**src/rtl/gate_sequencer.sv**
```systemverilog
// Steps a two-input gate lane through 00,01,10,11, dwelling DWELL cycles on each and capturing {m,n,p,q}.
// Define GATE_SEQ_SELFCHECK_EN to compare captures against the truth table and report err/err_step.
module gate_sequencer #(
    parameter int unsigned DWELL = 50_000_000,
    parameter int unsigned DIV_W = 26
) (
    input  logic       clk,
    input  logic       rst,
    input  logic       start,
    input  logic       stop,
    input  logic       loop,
    output logic       a_out,
    output logic       b_out,
    input  logic       m_in,
    input  logic       n_in,
    input  logic       p_in,
    input  logic       q_in,
    output logic [3:0] result,
    output logic [1:0] step,
    output logic       busy,
    output logic       done,
    output logic       err,
    output logic [1:0] err_step
);

    typedef enum logic [1:0] {
        IDLE  = 2'd0,
        APPLY = 2'd1,
        DONE  = 2'd2
    } state_t;

    localparam logic [DIV_W-1:0] LAST = DIV_W'(DWELL - 1);

    state_t           state_q, state_d;
    logic [DIV_W-1:0] cnt_q, cnt_d;
    logic [1:0]       step_q, step_d;
    logic             loop_q, loop_d;
    logic [3:0]       result_q, result_d;
    logic [3:0]       capt;

    assign capt = {m_in, n_in, p_in, q_in};

    always_ff @(posedge clk) begin
        if (rst) begin
            state_q  <= IDLE;
            cnt_q    <= '0;
            step_q   <= '0;
            loop_q   <= 1'b0;
            result_q <= '0;
        end else begin
            state_q  <= state_d;
            cnt_q    <= cnt_d;
            step_q   <= step_d;
            loop_q   <= loop_d;
            result_q <= result_d;
        end
    end

    always_comb begin
        state_d  = state_q;
        cnt_d    = cnt_q;
        step_d   = step_q;
        loop_d   = loop_q;
        result_d = result_q;
        case (state_q)
            IDLE: begin
                if (start) begin
                    state_d = APPLY;
                    cnt_d   = '0;
                    step_d  = 2'd0;
                    loop_d  = loop;
                end
            end
            APPLY: begin
                if (cnt_q == LAST) begin
                    cnt_d    = '0;
                    result_d = capt;
                    if (step_q != 2'd3) begin
                        step_d = step_q + 2'd1;
                    end else if (loop_q) begin
                        step_d = 2'd0;
                    end else begin
                        state_d = DONE;
                    end
                end else begin
                    cnt_d = cnt_q + DIV_W'(1);
                end
            end
            DONE: begin
                state_d = IDLE;
                step_d  = 2'd0;
            end
            default: state_d = IDLE;
        endcase
        // Abort wins over start acceptance and over a coinciding sample cycle.
        if (stop) begin
            state_d  = IDLE;
            cnt_d    = '0;
            step_d   = 2'd0;
            loop_d   = loop_q;
            result_d = result_q;
        end
    end

    assign a_out  = step_q[1];
    assign b_out  = step_q[0];
    assign step   = step_q;
    assign busy   = (state_q == APPLY);
    assign done   = (state_q == DONE);
    assign result = result_q;

`ifdef GATE_SEQ_SELFCHECK_EN
    logic       err_q, err_d;
    logic [1:0] err_step_q, err_step_d;
    logic [3:0] exp_v;
    logic       sample_ok;
    logic       accept;

    assign exp_v     = {step_q[1] & step_q[0], step_q[1] | step_q[0], ~step_q[1], step_q[1] ^ step_q[0]};
    assign sample_ok = (state_q == APPLY) && (cnt_q == LAST) && !stop;
    assign accept    = (state_q == IDLE) && start && !stop;

    always_comb begin
        err_d      = err_q;
        err_step_d = err_step_q;
        if (accept) begin
            err_d      = 1'b0;
            err_step_d = 2'd0;
        end else if (sample_ok && (capt != exp_v)) begin
            err_d = 1'b1;
            if (!err_q) begin
                err_step_d = step_q;
            end
        end
    end

    always_ff @(posedge clk) begin
        if (rst) begin
            err_q      <= 1'b0;
            err_step_q <= 2'd0;
        end else begin
            err_q      <= err_d;
            err_step_q <= err_step_d;
        end
    end

    assign err      = err_q;
    assign err_step = err_step_q;
`else
    assign err      = 1'b0;
    assign err_step = 2'd0;
`endif

endmodule
```
**config.mk**
```make
export PLATFORM = sky130hd
export DESIGN_NAME = gate_sequencer
export DESIGN_NICKNAME = d
export VERILOG_FILES = /design/src/rtl/gate_sequencer.sv
export SDC_FILE = /design/constraint.sdc
export NUM_CORES = 1
export LEC_CHECK = 0
export CAP_MARGIN = 20
export CORE_UTILIZATION = 49
export DETAILED_ROUTE_END_ITERATION = 7
export GPL_ROUTABILITY_DRIVEN = 0
export PLACE_DENSITY = 0.82
export SETUP_SLACK_MARGIN = 0.05
export SLEW_MARGIN = 20
export SYNTH_ARGS = -nofsm -noshare
export SYNTH_HDL_FRONTEND = slang
export SYNTH_SLANG_ARGS = --single-unit
```
**constraint.sdc**
```tcl
create_clock -name clk -period 1.9 [get_ports clk]
set_input_delay 0.285 -clock clk [delete_from_list [all_inputs] [get_ports clk]]
set_output_delay 0.285 -clock clk [all_outputs]
set_load 0.02 [all_outputs]
```
======== Word-level counts from Yosys, hierarchy flattened ========
Index checks and enable logic that the tools add are counted.
W data, S select, Z words.
word-level totals
  logic and storage cells ................. 39
  bits in registers ....................... 35
  output and inout port bits .............. 13
  input bits .............................. 9
operators by class
  reductions and logical operators ........ 9
  bitwise logic cells ..................... 1
  equality and inequality tests ........... 9
  muxes and demuxes ....................... 13
  add/sub/neg operators ................... 2
operators by type and width
  kind                     number
  $mux W26                 2
  $pmux W26 S2             1
  $add A26 B1 Y26 const B  1
  $eq A26 B26 Y1 const B   1
  $mux W2                  8
  $ne A2 B2 Y1 const B     4
  $reduce_and A4 Y1        2
  $pmux W2 S3              1
  $reduce_and A3 Y1        2
  $pmux W2 S2              1
  $ne A3 B1 Y1 const B     1
  $reduce_bool A3 Y1       1
  $add A2 B1 Y2 const B    1
  $eq A2 B1 Y1 const B     1
  $eq A2 B2 Y1 const B     1
  $logic_not A2 Y1         1
  $ne A2 B1 Y1 const B     1
  $reduce_and A2 Y1        1
  $reduce_bool A2 Y1       1
  $reduce_or A2 Y1         1
  $not A1 Y1               1

======== Depth between registers and ports, before layout ========
Gate-level depths: netlist of run 1.
  depth after elaboration ................. 4
  gate-level depth with buffers ........... 8
  gate-level depth less buffers ........... 6

======== Worst setup path after synthesis of run 1 ========
Ideal clock, no wire load.
  path kind ............................... register -> register
  start point ............................. register cnt_q[0]
  end point ............................... register step_q[0] (netlist: step[0])
  library setup time ...................... 133 ps
  clock period less this slack ............ 1,938 ps
  path slack .............................. -38 ps
  data required time ...................... 1,767 ps
  path buffers ............................ 0
  cell stages (with the launch flop) ...... 7
  data arrival time ....................... 1,805 ps
  path through ............................ dfxtp_1 > ha_1 > nand4_1 > or4b_4 > or3b_1 > a21oi_2 > o22ai_1
between the ends
  word-level cells in the longest chain between the ends .. 3
ends and longest elaborated chain
  what                                line  RTL
  from (decl)                         35    logic [DIV_W-1:0] cnt_q, cnt_d;
  from (signal assigned)              52    cnt_q <= cnt_d;
  $eq A26 B26 Y1                      75    if (cnt_q == LAST) begin
  $ne A2 B1 Y1 (no source line)       n/a
  $reduce_and A4 Y1 (no source line)  n/a
  to (signal assigned)                53    step_q <= step_d;
  to (decl)                           36    logic [1:0] step_q, step_d;
No other way between the ends.
A chain may end at the register's enable or synchronous reset.

======== Worst setup path after layout of run 1 ========
Same ends and word-level chain as after synthesis.

==> flow_metrics.env, run 1 <==
export IMPL_pin_count=22
export IMPL_mappedNetlistArea_sq_um=1750
export IMPL_post_route_drc_count=0
export IMPL_critical_path_cell_chain="ha_4 > nand4_1 > or4b_4 > or3b_1 > a21oi_2 > o22ai_2"
export IMPL_worst_setup_hold_path_clk_slew_ns=0.11
export IMPL_area_growth_synth_to_final_pct=33.9
export IMPL_finalMaxSlewViolations=0
export IMPL_tritoncts_clock_tree="built"
export IMPL_mostFrequentLayoutCell="sky130_fd_sc_hd__buf_4"
export IMPL_p_leak_nw=0.828
export IMPL_yosysUniqueCellTypes=45
export IMPL_fraction_of_final_layout_cells_sized_beyond_drive_strength_1_pct=24.3
export IMPL_outcome="complete, no violations"
export IMPL_tritoncts_num_buffers=5
export IMPL_final_instance_count_excl_fill=309
export IMPL_worst_ep_arrival_time_ns=2.13
export IMPL_routed_via_count=1658
export IMPL_final_cell_mix="35 x sky130_fd_sc_hd__buf_4, 32 x sky130_fd_sc_hd__dfxtp_1, 31 x sky130_fd_sc_hd__nor2_1, 16 x sky130_fd_sc_hd__clkdlybuf4s50_1"
export IMPL_synth_edf_count=0
export IMPL_postLayoutCoreUtil_pct=69.1
export IMPL_grt_pass1_wl_mm=6.29
export IMPL_chipWidth_microns=61.7
export IMPL_detailed_place_hpwl_mm=2.89
export IMPL_crit_path_max_incr_delay_ns=0.53
export IMPL_clock_insertion_delay_worst_skew_ns=0.34
export IMPL_setup_worst_path_class="flip-flop to flip-flop"
export IMPL_globalRoute_totalOverflow=0
export IMPL_grtUsageTotal_pct=23.0
export IMPL_finalNetCount=273
export IMPL_timing_hold_worst_class="flip-flop to flip-flop"
export IMPL_avgRoutedWirePerCell_microns=13.2
export IMPL_clockBufferDepth=2
export IMPL_postSynth_topFlopCell="sky130_fd_sc_hd__dfxtp_1"
export IMPL_setup_tns_final_ns=0
export IMPL_die_area_sq_um=3810
export IMPL_viasPerCell=5.37
export IMPL_numPortBuffers=18
export IMPL_timing_fmax_ghz=0.530
export IMPL_compound_gate_portion_of_the_synthesized_area_pct=9.44
export IMPL_cellPowerDensity_nw_per_um2=552
export IMPL_critPathRequiredTime_ns=2.14
export IMPL_htreeDepth=2
export IMPL_critical_path_max_fanout=3
export IMPL_number_of_global_route_vias_before_repair=1444
export IMPL_timing_clock_skew_ns=0.00752
export IMPL_rsz0062_at_grt="true"
export IMPL_power_total_w=0.00129
export IMPL_antennaDiodeCount=0
export IMPL_antenna_violations_before_repair=0
export IMPL_synth_simple_area_share_pct=33.3
export IMPL_finalWorstPathRequiredPeriod_ns=1.89
export IMPL_critical_path_startpoint_type="flip-flop"
export IMPL_post_synth_inst_count=208
export IMPL_synth_mux_area_fraction_pct=2.29
export IMPL_hold_viol=0
export IMPL_synth_top_family_by_area="simple AND/OR/NAND/NOR gates"
export IMPL_layout_cell_area_non_filler_sq_um=2340
export IMPL_critPathTopFamily="simple AND/OR/NAND/NOR gates"
export IMPL_finalWirelength_mm=4.07
export IMPL_cts_root_buffer="sky130_fd_sc_hd__clkbuf_4"
export IMPL_timing_critical_path_buf_inv=0
export IMPL_holdBufCountCts=0
export IMPL_setup_violations_final=0
export IMPL_syn_area_per_cell_sq_um=8.41
export IMPL_synth_yosys_seq_area_share_pct=40.1
export IMPL_ys_async_sr_fraction_pct=0
export IMPL_rows=21
export IMPL_critPathCaptureType="flip-flop"
export IMPL_peakVddDrop_mv=0.426
export IMPL_drt_antenna_violating_nets=0
export IMPL_chipHeight_microns=61.7
export IMPL_initial_core_util_pct=51.6
export IMPL_cts_sinks=35
export IMPL_synth_xor_xnor_area_share_pct=8.01
export IMPL_slowest_stage="sky130_fd_sc_hd__or4b_4"
export IMPL_seq_cells_post_synth=35
export IMPL_fp_coreArea_sq_um=3390
export IMPL_drc_violation_total_after_the_first_tritonroute_iteration=79
export IMPL_post_synthesis_share_of_cell_area_spent_on_full_adders_half_adders_and_majority_gates_pct=1.43
export IMPL_timing_final_crit_share_pct=99.2
export IMPL_synth_yosys_warnings=0
export IMPL_pin_count_of_the_biggest_net_entering_global_routing=18
export IMPL_maxCapViolations=0
export IMPL_number_of_iterations_in_the_first_detailed_routing_pass=4
export IMPL_placed_insts=297
export IMPL_total_cell_area_at_the_placement_stage_sq_um=2200
## path summary, 6_finish.rpt
| path | from | end | slack, ns | cells past startpoint |
|---|---|---|---|---|
| worst max register to register | cnt_q[0] | step[0] | 0.01 | 6 |
| worst max-delay path | cnt_q[0] | step[0] | 0.01 | 6 |
| worst min register to register | cnt_q[22] | cnt_q[22] | 0.48 | 1 |
| worst min-delay path | cnt_q[22] | cnt_q[22] | 0.48 | 1 |
## state kept, by name (all words and copies together) (netlist names)
signal and flops:
step 2, cnt_q 26, loop_q 1, state_q 2, result 4
## Yosys cell counts (2+ instances only)
library cell                n  area share [%]
sky130_fd_sc_hd__a21oi_1    7             2.0
sky130_fd_sc_hd__buf_6      2             1.3
sky130_fd_sc_hd__or3_1      2            0.72
sky130_fd_sc_hd__xor2_1    11             5.5
sky130_fd_sc_hd__nand3b_1   3             1.3
sky130_fd_sc_hd__nor3_1     9             2.6
sky130_fd_sc_hd__dfxtp_1   35              40
sky130_fd_sc_hd__xnor2_1    5             2.5
sky130_fd_sc_hd__inv_1      5             1.1
sky130_fd_sc_hd__a31oi_1    4             1.4
sky130_fd_sc_hd__or2_2      2            0.72
sky130_fd_sc_hd__buf_4      6             2.6
sky130_fd_sc_hd__nand2_1   15             3.2
sky130_fd_sc_hd__ha_1       2             1.4
sky130_fd_sc_hd__nor4_1     4             1.4
sky130_fd_sc_hd__and4_1     2             1.0
sky130_fd_sc_hd__nor2b_1    2            0.72
sky130_fd_sc_hd__nand4_1   10             3.6
sky130_fd_sc_hd__nor2_1    33             7.1
sky130_fd_sc_hd__and3_1     2            0.72
sky130_fd_sc_hd__mux2i_1    4             2.3
sky130_fd_sc_hd__nand3_1   16             4.6
sky130_fd_sc_hd__o21ai_0    5             1.4
## metal layers
layer | wire length (microns) | GRT usage (%)
met1 | 1870 | 28.6
met2 | 1990 | 38.6
met3 | 150 | 5.59
met4 | 62 | 8.57
met5 | 0 | 0
## layout make-up
type / instances / area, sq um
fill: 275 / 1050
multi-input combinational: 161 / 1030
sequential: 35 / 704
timing repair buffer: 54 / 464
clock buffer: 8 / 68.8
tap: 46 / 57.6
inverter: 5 / 18.8
## cell families after synthesis
family / after synthesis
multiplexers: 4
adder cells (fa/ha/maj): 2
flip-flops: 35
XOR/XNOR: 16
other: 1
buffers and inverters: 14
AO/OA/AOI/OAI: 26
AND/OR/NAND/NOR: 110
## metrics by stage
stage	setup WS (ns)	hold WS [ns]
after global placement	0.0240	0.462
final	0.0143	0.484
after detailed placement	-0.0214	0.462
after floorplan	0.0359	0.357
after global routing	-0.0475	0.498
after CTS	0.0378	0.481
## where the power goes
part	switching (W)	internal, W
Clock	0.000247	0.000218
Sequential	0.00000289	0.000736
Combinational	0.0000458	0.0000421
## what timing repair did
action                                  in CTS  in global routing
gates resized for setup                      2                 10
pin swaps                                    1                  1
endpoints found under the setup margin      21                 28
setup buffers                                2                  2
(Power assumes the default switching activity.)
==> inputs of run 2 (changes only) <==
Settings changed: CTS_CLUSTER_SIZE from default to 24.
==> results of run 2 <==
The final DEF is identical to that of run 1; final timing and power are the same.
